File: src/rtl/dsp_mac_pipe_if.sv
// Operand/result bundle for dsp_mac_pipe; the slave modport is the slice's view.
// in_valid qualifies one sample per cycle with no backpressure; out_valid is high for one CE cycle per result.
interface dsp_mac_pipe_if #(
   parameter int A_WIDTH = 18,
   parameter int B_WIDTH = 18,
   parameter int P_WIDTH = 48
);
   logic                       CE;
   logic                       in_valid;
   logic [A_WIDTH-1:0]         A;
   logic [B_WIDTH-1:0]         B;
   logic [B_WIDTH-1:0]         BCIN;
   logic [B_WIDTH-1:0]         D;
   logic [P_WIDTH-1:0]         C;
   logic [P_WIDTH-1:0]         PCIN;
   logic                       CARRYIN;
   logic [7:0]                 OPMODE;
   logic                       out_valid;
   logic [B_WIDTH-1:0]         BCOUT;
   logic [A_WIDTH+B_WIDTH-1:0] M;
   logic [P_WIDTH-1:0]         P;
   logic [P_WIDTH-1:0]         PCOUT;
   logic                       CARRYOUT;
   logic                       CARRYOUTF;
   logic                       OVERFLOW;

   modport slave (
      input  CE, in_valid, A, B, BCIN, D, C, PCIN, CARRYIN, OPMODE,
      output out_valid, BCOUT, M, P, PCOUT, CARRYOUT, CARRYOUTF, OVERFLOW
   );
   modport master (
      output CE, in_valid, A, B, BCIN, D, C, PCIN, CARRYIN, OPMODE,
      input  out_valid, BCOUT, M, P, PCOUT, CARRYOUT, CARRYOUTF, OVERFLOW
   );
endinterface

File: src/rtl/dsp_mac_pipe.sv
// Pipelined pre-add / multiply / post-add slice with valid tracking, valid-gated
// register loads and optional saturation. Each stage register is optional.
module dsp_mac_pipe #(
   parameter int A_WIDTH     = 18,
   parameter int B_WIDTH     = 18,
   parameter int P_WIDTH     = 48,
   parameter int IREG        = 1,
   parameter int MREG        = 1,
   parameter int PREG        = 1,
   parameter int B_INPUT     = 0,
   parameter int CARRYIN_SEL = 0,
   parameter int SAT_EN      = 0
) (
   input  logic          clk,
   input  logic          RST,
   dsp_mac_pipe_if.slave bus
);
   localparam int MW = A_WIDTH + B_WIDTH;
   localparam int SW = P_WIDTH + 2;

   typedef struct packed {
      logic [A_WIDTH-1:0] a;
      logic [B_WIDTH-1:0] bsel;
      logic [B_WIDTH-1:0] d;
      logic [P_WIDTH-1:0] c;
      logic [P_WIDTH-1:0] pcin;
      logic               cin;
      logic               sub;
      logic               pre_sub;
      logic               pre_en;
      logic [1:0]         zsel;
      logic [1:0]         xsel;
   } s1_t;

   typedef struct packed {
      logic [MW-1:0]      m;
      logic [P_WIDTH-1:0] xcat;
      logic [P_WIDTH-1:0] c;
      logic [P_WIDTH-1:0] pcin;
      logic               cin;
      logic               sub;
      logic [1:0]         zsel;
      logic [1:0]         xsel;
   } s2_t;

   s1_t                w_s1_in, w_s1;
   s2_t                w_s2_in, w_s2;
   logic               w_s1_v, w_s2_v;
   logic [B_WIDTH-1:0] w_bpre;
   logic [MW-1:0]      w_m;
   logic [P_WIDTH-1:0] w_x, w_z, w_pfb, w_pres;
   logic [SW-1:0]      w_xs, w_zs, w_cs, w_s;
   logic               w_ovf, w_cout;

   always_comb begin
      w_s1_in.a       = bus.A;
      w_s1_in.bsel    = (B_INPUT != 0) ? bus.BCIN : bus.B;
      w_s1_in.d       = bus.D;
      w_s1_in.c       = bus.C;
      w_s1_in.pcin    = bus.PCIN;
      w_s1_in.cin     = (CARRYIN_SEL != 0) ? bus.CARRYIN : bus.OPMODE[5];
      w_s1_in.sub     = bus.OPMODE[7];
      w_s1_in.pre_sub = bus.OPMODE[6];
      w_s1_in.pre_en  = bus.OPMODE[4];
      w_s1_in.zsel    = bus.OPMODE[3:2];
      w_s1_in.xsel    = bus.OPMODE[1:0];
   end

   if (IREG != 0) begin : g_ireg
      s1_t  r_s1;
      logic r_v;
      always_ff @(posedge clk) begin
         if (RST) begin
            r_s1 <= '0;
            r_v  <= 1'b0;
         end else if (bus.CE) begin
            r_v <= bus.in_valid;
            if (bus.in_valid) r_s1 <= w_s1_in;
         end
      end
      assign w_s1   = r_s1;
      assign w_s1_v = r_v;
   end else begin : g_no_ireg
      assign w_s1   = w_s1_in;
      assign w_s1_v = bus.in_valid;
   end

   always_comb begin
      w_bpre = w_s1.bsel;
      if (w_s1.pre_en) w_bpre = w_s1.pre_sub ? (w_s1.d - w_s1.bsel) : (w_s1.d + w_s1.bsel);
   end

   assign w_m = $signed({{B_WIDTH{w_s1.a[A_WIDTH-1]}}, w_s1.a}) *
                $signed({{A_WIDTH{w_bpre[B_WIDTH-1]}}, w_bpre});

   always_comb begin
      w_s2_in.m    = w_m;
      w_s2_in.xcat = P_WIDTH'({w_s1.d, w_s1.a, w_s1.bsel});
      w_s2_in.c    = w_s1.c;
      w_s2_in.pcin = w_s1.pcin;
      w_s2_in.cin  = w_s1.cin;
      w_s2_in.sub  = w_s1.sub;
      w_s2_in.zsel = w_s1.zsel;
      w_s2_in.xsel = w_s1.xsel;
   end

   if (MREG != 0) begin : g_mreg
      s2_t  r_s2;
      logic r_v;
      always_ff @(posedge clk) begin
         if (RST) begin
            r_s2 <= '0;
            r_v  <= 1'b0;
         end else if (bus.CE) begin
            r_v <= w_s1_v;
            if (w_s1_v) r_s2 <= w_s2_in;
         end
      end
      assign w_s2   = r_s2;
      assign w_s2_v = r_v;
   end else begin : g_no_mreg
      assign w_s2   = w_s2_in;
      assign w_s2_v = w_s1_v;
   end

   // Signed result in P_WIDTH+2 bits; the unsigned carry bit differs from bit P
   // only by the two operand sign bits, so one adder yields P, carry and overflow.
   always_comb begin
      case (w_s2.xsel)
         2'b00:   w_x = '0;
         2'b01:   w_x = P_WIDTH'($signed(w_s2.m));
         2'b10:   w_x = w_pfb;
         default: w_x = w_s2.xcat;
      endcase
      case (w_s2.zsel)
         2'b00:   w_z = '0;
         2'b01:   w_z = w_s2.pcin;
         2'b10:   w_z = w_pfb;
         default: w_z = w_s2.c;
      endcase
      w_xs   = {{2{w_x[P_WIDTH-1]}}, w_x};
      w_zs   = {{2{w_z[P_WIDTH-1]}}, w_z};
      w_cs   = {{(SW-1){1'b0}}, w_s2.cin};
      w_s    = w_s2.sub ? (w_zs - (w_xs + w_cs)) : (w_zs + w_xs + w_cs);
      w_cout = w_s[P_WIDTH] ^ w_z[P_WIDTH-1] ^ w_x[P_WIDTH-1];
      w_ovf  = (w_s[SW-1:P_WIDTH-1] != 3'b000) && (w_s[SW-1:P_WIDTH-1] != 3'b111);
      w_pres = w_s[P_WIDTH-1:0];
      if ((SAT_EN != 0) && w_ovf)
         w_pres = w_s[P_WIDTH-1] ? {1'b0, {(P_WIDTH-1){1'b1}}} : {1'b1, {(P_WIDTH-1){1'b0}}};
   end

   if (PREG != 0) begin : g_preg
      logic [P_WIDTH-1:0] r_p;
      logic               r_cout, r_ovf, r_v;
      always_ff @(posedge clk) begin
         if (RST) begin
            r_p    <= '0;
            r_cout <= 1'b0;
            r_ovf  <= 1'b0;
            r_v    <= 1'b0;
         end else if (bus.CE) begin
            r_v <= w_s2_v;
            if (w_s2_v) begin
               r_p    <= w_pres;
               r_cout <= w_cout;
               r_ovf  <= w_ovf;
            end
         end
      end
      assign w_pfb         = r_p;
      assign bus.P         = r_p;
      assign bus.CARRYOUT  = r_cout;
      assign bus.OVERFLOW  = r_ovf;
      assign bus.out_valid = r_v;
   end else begin : g_no_preg
      assign w_pfb         = '0;
      assign bus.P         = w_pres;
      assign bus.CARRYOUT  = w_cout;
      assign bus.OVERFLOW  = w_ovf;
      assign bus.out_valid = w_s2_v;
   end

   assign bus.BCOUT     = w_bpre;
   assign bus.M         = w_s2.m;
   assign bus.PCOUT     = bus.P;
   assign bus.CARRYOUTF = bus.CARRYOUT;
endmodule

File: src/flat_wrapper.sv
// flat-port wrapper written by rule: the top's interface ports become plain ports
module dsp_mac_pipe_flat 
#(
   parameter int A_WIDTH     = 18,
   parameter int B_WIDTH     = 18,
   parameter int P_WIDTH     = 48,
   parameter int IREG        = 1,
   parameter int MREG        = 1,
   parameter int PREG        = 1,
   parameter int B_INPUT     = 0,
   parameter int CARRYIN_SEL = 0,
   parameter int SAT_EN      = 0
)
  (clk, RST, bus_CE, bus_in_valid, bus_A, bus_B, bus_BCIN, bus_D, bus_C, bus_PCIN, bus_CARRYIN, bus_OPMODE, bus_out_valid, bus_BCOUT, bus_M, bus_P, bus_PCOUT, bus_CARRYOUT, bus_CARRYOUTF, bus_OVERFLOW);
  dsp_mac_pipe_if #(.A_WIDTH(A_WIDTH), .B_WIDTH(B_WIDTH), .P_WIDTH(P_WIDTH)) bus_i ();
  input  logic clk;
  input  logic RST;
  input wire logic [$bits(bus_i.CE)-1:0] bus_CE;
  input wire logic [$bits(bus_i.in_valid)-1:0] bus_in_valid;
  input wire logic [$bits(bus_i.A)-1:0] bus_A;
  input wire logic [$bits(bus_i.B)-1:0] bus_B;
  input wire logic [$bits(bus_i.BCIN)-1:0] bus_BCIN;
  input wire logic [$bits(bus_i.D)-1:0] bus_D;
  input wire logic [$bits(bus_i.C)-1:0] bus_C;
  input wire logic [$bits(bus_i.PCIN)-1:0] bus_PCIN;
  input wire logic [$bits(bus_i.CARRYIN)-1:0] bus_CARRYIN;
  input wire logic [$bits(bus_i.OPMODE)-1:0] bus_OPMODE;
  output wire logic [$bits(bus_i.out_valid)-1:0] bus_out_valid;
  output wire logic [$bits(bus_i.BCOUT)-1:0] bus_BCOUT;
  output wire logic [$bits(bus_i.M)-1:0] bus_M;
  output wire logic [$bits(bus_i.P)-1:0] bus_P;
  output wire logic [$bits(bus_i.PCOUT)-1:0] bus_PCOUT;
  output wire logic [$bits(bus_i.CARRYOUT)-1:0] bus_CARRYOUT;
  output wire logic [$bits(bus_i.CARRYOUTF)-1:0] bus_CARRYOUTF;
  output wire logic [$bits(bus_i.OVERFLOW)-1:0] bus_OVERFLOW;
  assign bus_i.CE = bus_CE;
  assign bus_i.in_valid = bus_in_valid;
  assign bus_i.A = bus_A;
  assign bus_i.B = bus_B;
  assign bus_i.BCIN = bus_BCIN;
  assign bus_i.D = bus_D;
  assign bus_i.C = bus_C;
  assign bus_i.PCIN = bus_PCIN;
  assign bus_i.CARRYIN = bus_CARRYIN;
  assign bus_i.OPMODE = bus_OPMODE;
  assign bus_out_valid = bus_i.out_valid;
  assign bus_BCOUT = bus_i.BCOUT;
  assign bus_M = bus_i.M;
  assign bus_P = bus_i.P;
  assign bus_PCOUT = bus_i.PCOUT;
  assign bus_CARRYOUT = bus_i.CARRYOUT;
  assign bus_CARRYOUTF = bus_i.CARRYOUTF;
  assign bus_OVERFLOW = bus_i.OVERFLOW;
  dsp_mac_pipe #(.A_WIDTH(A_WIDTH), .B_WIDTH(B_WIDTH), .P_WIDTH(P_WIDTH), .IREG(IREG), .MREG(MREG), .PREG(PREG), .B_INPUT(B_INPUT), .CARRYIN_SEL(CARRYIN_SEL), .SAT_EN(SAT_EN)) u_core (.clk(clk), .RST(RST), .bus(bus_i));
endmodule
File: config.mk
export PLATFORM = sky130hd
export DESIGN_NAME = dsp_mac_pipe_flat
export DESIGN_NICKNAME = d
export VERILOG_FILES = /design/src/rtl/dsp_mac_pipe_if.sv /design/src/rtl/dsp_mac_pipe.sv /design/src/flat_wrapper.sv
export SDC_FILE = /design/constraint.sdc
export NUM_CORES = 2
export LEC_CHECK = 0
export CORE_UTILIZATION = 45
export CTS_BUF_LIST = sky130_fd_sc_hd__clkbuf_8 sky130_fd_sc_hd__clkbuf_16
export DETAILED_ROUTE_END_ITERATION = 10
export SLEW_MARGIN = 20
export SYNTH_ARGS = -nofsm -noshare
export SYNTH_HDL_FRONTEND = slang
export SYNTH_SLANG_ARGS = --single-unit
File: constraint.sdc
create_clock -name clk -period 11.8 [get_ports clk]
set_clock_uncertainty 0.05 [all_clocks]
set_input_delay 1.77 -clock clk [delete_from_list [all_inputs] [get_ports clk]]
set_output_delay 1.77 -clock clk [all_outputs]
set_load 0.02 [all_outputs]
# ---- After elaboration in Yosys (flattened, before gate mapping)
# Index checks and enable logic that the tools add are counted.
# Widths: inputs -> output; s select.
dict set report word_totals {
  output_inout_bits 154
  inputBits 181
  register_bits 397
}
dict set report classes {
  mux 5
  n_eq_ne 5
  reduce_logical 7
  n_bitwise 2
  n_addsub 6
  n_mul 1
}
# cell count
set ops {}
lappend ops {{$pmux 48 s3} 2}
lappend ops {{$add 50x1->50} 1}
lappend ops {{$mux 50} 1}
lappend ops {{$sub 48x49->50} 1}
lappend ops {{$add 48x2->49} 1}
lappend ops {{$add 48x48->49} 1}
lappend ops {{$mul 18x18->36} 1}
lappend ops {{$mux 18} 2}
lappend ops {{$add 18x18->18} 1}
lappend ops {{$sub 18x18->18} 1}
lappend ops {{$reduce_and 2->1} 3}
lappend ops {{$eq 2x1->1 const B} 2}
lappend ops {{$eq 2x2->1 const B} 2}
lappend ops {{$logic_not 2->1} 2}
lappend ops {{$ne 3x3->1 const B} 1}
lappend ops {{$reduce_bool 3->1} 1}
lappend ops {{$xor 1x1->1} 2}
lappend ops {{$logic_and 1x1->1} 1}

# ---- Longest topological paths before layout
dict set report logic_depth {
  depth_word 7
  depth_mapped 44
  depth_no_buf 43
}

# ---- Worst setup path after synthesis
# No wires, ideal clock.
dict set report synth_path {
  path_type {register to register}
  startpoint {register u_core.g_ireg.r_s1[5] (netlist name)}
  endpoint {register u_core.g_mreg.r_s2, in the netlist u_core.bus.M[35]}
  period_less_slack_ps 9420
  stages_incl_launch_ff 43
  slack_ps 2380
  setup_time_ps 121
  arrival_ps 9250
  required_ps 11629
  n_path_buf 3
  path_cell_list {dfxtp_1 > clkbuf_1 > clkbuf_1 > nor2_1 > xnor2_1 > ha_1 > nor2b_1 > o21ai_0 > a21boi_0 > o21ai_0 > a21boi_0 > o21ai_0 > a21boi_0 > o21ai_0 > a21boi_0 > o21ai_0 > a21oi_1 > o311ai_1 > [... 7 more ...] > fa_1 > inv_1 > fa_1 > inv_1 > ha_1 > a21o_1 > a21oi_1 > nor2b_1 > o21ai_0 > nand2b_1 > a21oi_1 > nor2b_1 > o21ai_0 > nand2b_1 > o41a_1 > a21oi_1 > o21ai_0 > mux2_2}
}
dict set report synth_via {
  elab_chain_cells 3
}
# item line
set synth_rtl {}
lappend synth_rtl {{start: declaration} dsp_mac_pipe.sv:70} ;# s1_t r_s1;
lappend synth_rtl {{start signal: assignment} dsp_mac_pipe.sv:78} ;# if (bus.in_valid) r_s1 <= w_s1_in;
lappend synth_rtl {{$mux 18 (2 in a row)} dsp_mac_pipe.sv:90} ;# if (w_s1.pre_en) w_bpre = w_s1.pre_sub ? (w_s1.d - w_s1.bsel) : (w_s1.d + w_s1.bsel);
lappend synth_rtl {{via bus_BCOUT[14]} flat_wrapper.sv:29} ;# output wire logic [$bits(bus_i.BCOUT)-1:0] bus_BCOUT;
lappend synth_rtl {{$mul 18x18->36} dsp_mac_pipe.sv:93} ;# assign w_m = $signed({{B_WIDTH{w_s1.a[A_WIDTH-1]}}, w_s1.a}) *
lappend synth_rtl {{end signal: assignment} dsp_mac_pipe.sv:116} ;# if (w_s1_v) r_s2 <= w_s2_in;
lappend synth_rtl {{end: declaration} dsp_mac_pipe.sv:108} ;# s2_t r_s2;
# The timed path passes the listed nets, and every way through them passes these cells.
# A chain may end at the register's enable or synchronous reset.

# ---- Worst setup path in the final report
dict set report layout_path {
  startpoint {register u_core.g_ireg.r_s1[5] (netlist name)}
  endpoint {register u_core.g_mreg.r_s2, in the netlist u_core.bus.M[35]}
}
dict set report layout_via {
  elab_chain_cells 3
}
# item line
set layout_rtl {}
lappend layout_rtl {{$mux 18 (2 in a row)} dsp_mac_pipe.sv:90}
lappend layout_rtl {{$mul 18x18->36} dsp_mac_pipe.sv:93}
# Every way passes these cells.

==> out/qor.csv <==
stage;metric;value;unit
placement;place_hpwl;108000;um
sta;slew_headroom;25.4;%
power;pwr-share-seq;37.9;%
power;netSwitchingPower;1140;uW
setup_path;cp_slowest_cell;dfxtp_1;
yosys;synth_top_area_share;21.0;%
sta;hold_violations;0;
setup_path;r2r_slack;1.33;ns
yosys;synthMuxAreaShare;3.17;%
die;die_area;0.0854;sq mm
sta;fin_crit;10.47;ns
final_layout;drive_gt1_share;4.73;%
route;num_vias;34122;
yosys;seq_area_frac_synth;21.0;%
clocking;cts_tree;yes;
placement;port_buffers;315;
route;drc;0;
run_status;status;complete, no violations;
power;power.density;87.4;mW/mm^2
yosys;synth_compound_area_share;15.9;%
die;row_count;106;
global_route;antenna_found_initial;8;
setup_path;critPathMaxStageDelay;0.74;ns
route;drt.antenna.violating_nets;0;
clocking;clk_path_buf_depth;3;
setup_path;cp_top_family;compound AO/OA/AOI/OAI gates;
yosys;synth-main-ff-cell;dfxtp_1;
placement;place_ws;1.40;ns
global_route;gr-total-overflow;0;
setup_path;cp.buffers_inverters;4;
job;cap_viol_max_count;0;
setup_path;rr_endpoint;u_core.bus.M[35];
yosys;yosys.area_share.simple;20.4;%
clocking;clkLatencyLatePin;0.61;ns
clocking;root_buffer;clkbuf_16;
sta;fin_ws;1.33;ns
route;routed_via_density;5.58;
sta;setup_viol;0;
sta;period_share;88.7;%
min_path;worstHoldStart;u_core.g_ireg.r_s1[46];
die;initial_core_util;45.4;%
die;ios;335;
power;switching_share;30.3;%
sta;final_max_slew_viol_count;0;
setup_path;cp.required;12.23;ns
power;power_frac_clock;41.6;%
yosys;yosysWarnings;0;
yosys;synth_top_family_by_area;adder cells;
final_layout;nets;5766;
min_path;hold_path_depth;2;
yosys;synth_edf_count;0;
yosys;yosysUniqueCellTypes;83;
clocking;clk_pin_slew_worst_paths;0.07;ns
power;peakVddDrop;0.000150;V
setup_path;reg2reg_from;u_core.g_ireg.r_s1[5];
placement;place.gp.congestion;0.996;
yosys;async_flop_share;0;%
route;drtIter0Drc;2826;
yosys;syn_area_per_cell;7.67;sq um
global_route;grt_max_degree;192;
yosys;synth.area.top_cells;dfxtp_1, fa_1, nand2_1, ha_1, a21oi_1;
setup_path;critical_path_arrival;10.90;ns
yosys;synthCells;4942;
yosys;synthAdderAreaFrac;26.0;%
yosys;synth_area_leader_cell;dfxtp_1;
yosys;syn_area;0.0379;sq mm
final_layout;final_cells;6112;
route;finalWirelength;139000;um
min_path;hold_path_end;u_core.g_mreg.r_s2[44];
route;routedWlPerCell;22.7;um
global_route;grt_pass1_vias;32663;
clocking;cts_resized;0;
min_path;hp-class;reg2reg;
sta;worstMarginPinSlew;1.12;ns
clocking;cts_hold_buffers;0;
setup_path;crit_fanout;19;
sta;setup_tns;0;ns
yosys;synth_nets;5711;
die;die_h;292;um
yosys;synth-xor-area-share;3.91;%
setup_path;r2r_cells;39;
sta;rsz0062_at_grt;false;
clocking;cts_sinks;397;
power;p_comb_share;20.4;%
clocking;cts_buffers;47;
yosys;ys_ff_latch;397;
global_route;grt_pass1_wl;207000;um
final_layout;synthToLayoutAreaGrowth;13.2;%
die;die_w;292;um
route;dr.pass1.iters;6;
sta;fmax;95.5;MHz
setup_path;path_class;reg2reg;
setup_path;end_kind;flip-flop;
setup_path;cp-start-kind;flip-flop;
power;p_int;2610;uW
setup_path;cpMostUsedCell;o21ai_0;
placement;dp.cells;6028;
clocking;htreeDepth;2;
power;leakagePower;0.0177;uW
clocking;cts_setup_buffers;0;
die;core_area;0.0836;sq mm
global_route;grt_use_total;32.2;%
[synth_stat cells, types with 69 or more instances]
cell         n
ha_1       254
o21ai_0    188
clkbuf_1   247
fa_1       334
nand3_1     82
inv_1      513
xnor2_1    113
a21o_1      69
dfxtp_1    397
nand2_1   1152
buf_4       86
and2_1     122
a21oi_1    528
nor2_1     176
[sequential cells by signal, indices dropped and copies added, names as in the netlist]
signal                count
u_core.g_mreg.r_v         1
u_core.bus.CARRYOUT       1
u_core.bus.out_valid      1
u_core.bus.M             36
u_core.g_ireg.r_s1      158
u_core.bus.P             48
u_core.g_mreg.r_s2      150
u_core.bus.OVERFLOW       1
u_core.g_ireg.r_v         1
[layout by cell type, fill, tap and decap left out, types with 7 or more instances in the layout]
cell	count
a211o_1	8
nand2_1	1149
clkbuf_16	48
fa_1	334
or3_1	16
clkdlybuf4s50_1	314
nand3_1	82
nand4_1	21
nor4_1	11
dfxtp_1	393
a211oi_1	32
o211a_1	7
xnor2_1	112
nor2_1	176
o21bai_1	9
o211ai_1	35
o21ai_0	187
ha_1	254
mux2i_1	56
a21oi_1	526
and2_1	119
a21o_1	69
buf_4	53
nor3_1	48
nand2b_1	25
a21boi_0	14
nor2b_1	33
and3_1	37
inv_1	524
or2_2	8
and4_1	8
o21a_1	27
xor2_1	56
nand3b_1	7
mux2_2	57
a31oi_1	18
clkbuf_8	9
[kinds of logic (layout without fill, tap and decap cells)]
family                   count (synthesis)  after routing
multiplexers                           113            113
other                                    0              1
adder cells (fa/ha/maj)                588            588
XOR/XNOR                               169            169
AO/OA/AOI/OAI                         1023           1023
buffers and inverters                  877            966
flip-flops                             397            397
AND/OR/NAND/NOR                       1775           1775
[routing by layer]
metal | up-vias | GRT usage, % | wire length [um]
met5 | - | 0 | 0
met4 | 0 | 12.2 | 5570
met3 | 204 | 3.72 | 8900
met2 | 1085 | 52.4 | 63600
met1 | 16712 | 43.7 | 60700
li1 | 16121 | - | -
[cell type report]
class	count	area (sq um)
timing repair buffer	369	3580
clock inverter	26	317
tap	1080	1350
antenna	1	2.50
clock buffer	57	1330
inverter	514	1930
sequential	397	7960
multi-input combinational	3668	26400
fill	8399	40700
[stage by stage]
step	hold slack, ns	area, sq um	total power, uW	utilization [%]
final	0.395	42900	3750	51.3
after global routing	0.417	42900	3930	51.3
after CTS	0.397	42900	3770	51.3
after detailed placement	0.386	41200	2220	49.4
after global placement	0.383	41200	2210	49.4
after floorplan	0.382	37900	1950	-
[tightest hold or removal path, stage by stage, from the launching register on]
cell and delay [ns]:
dfxtp_1 0.31, nand2_1 0.05, a21oi_1 0.05
[how the worst max path moves through the flow]
stage | start | to | slack (ns) | cells past startpoint
3_5_place_dp | u_core.g_ireg.r_s1[5] | u_core.bus.M[35] | 1.40 | 39
4_1_cts | u_core.g_ireg.r_s1[5] | u_core.bus.M[35] | 1.36 | 39
6_report | u_core.g_ireg.r_s1[5] | u_core.bus.M[35] | 1.33 | 39
5_1_grt | u_core.g_ireg.r_s1[5] | u_core.bus.M[35] | 0.50 | 39
3_3_place_gp | u_core.g_ireg.r_s1[5] | u_core.bus.M[35] | 1.46 | 39
2_1_floorplan | u_core.g_ireg.r_s1[5] | u_core.bus.M[35] | 2.38 | 42
[power by group through the flow]
stage	logic [uW]	clock network (uW)	registers, uW
floorplan	530	0	1420
global placement	757	0	1450
detailed placement	768	0	1450
CTS	770	1580	1420
global route	865	1640	1420
finish	767	1560	1420
No activity file was read; power rests on OpenSTA's default activity.
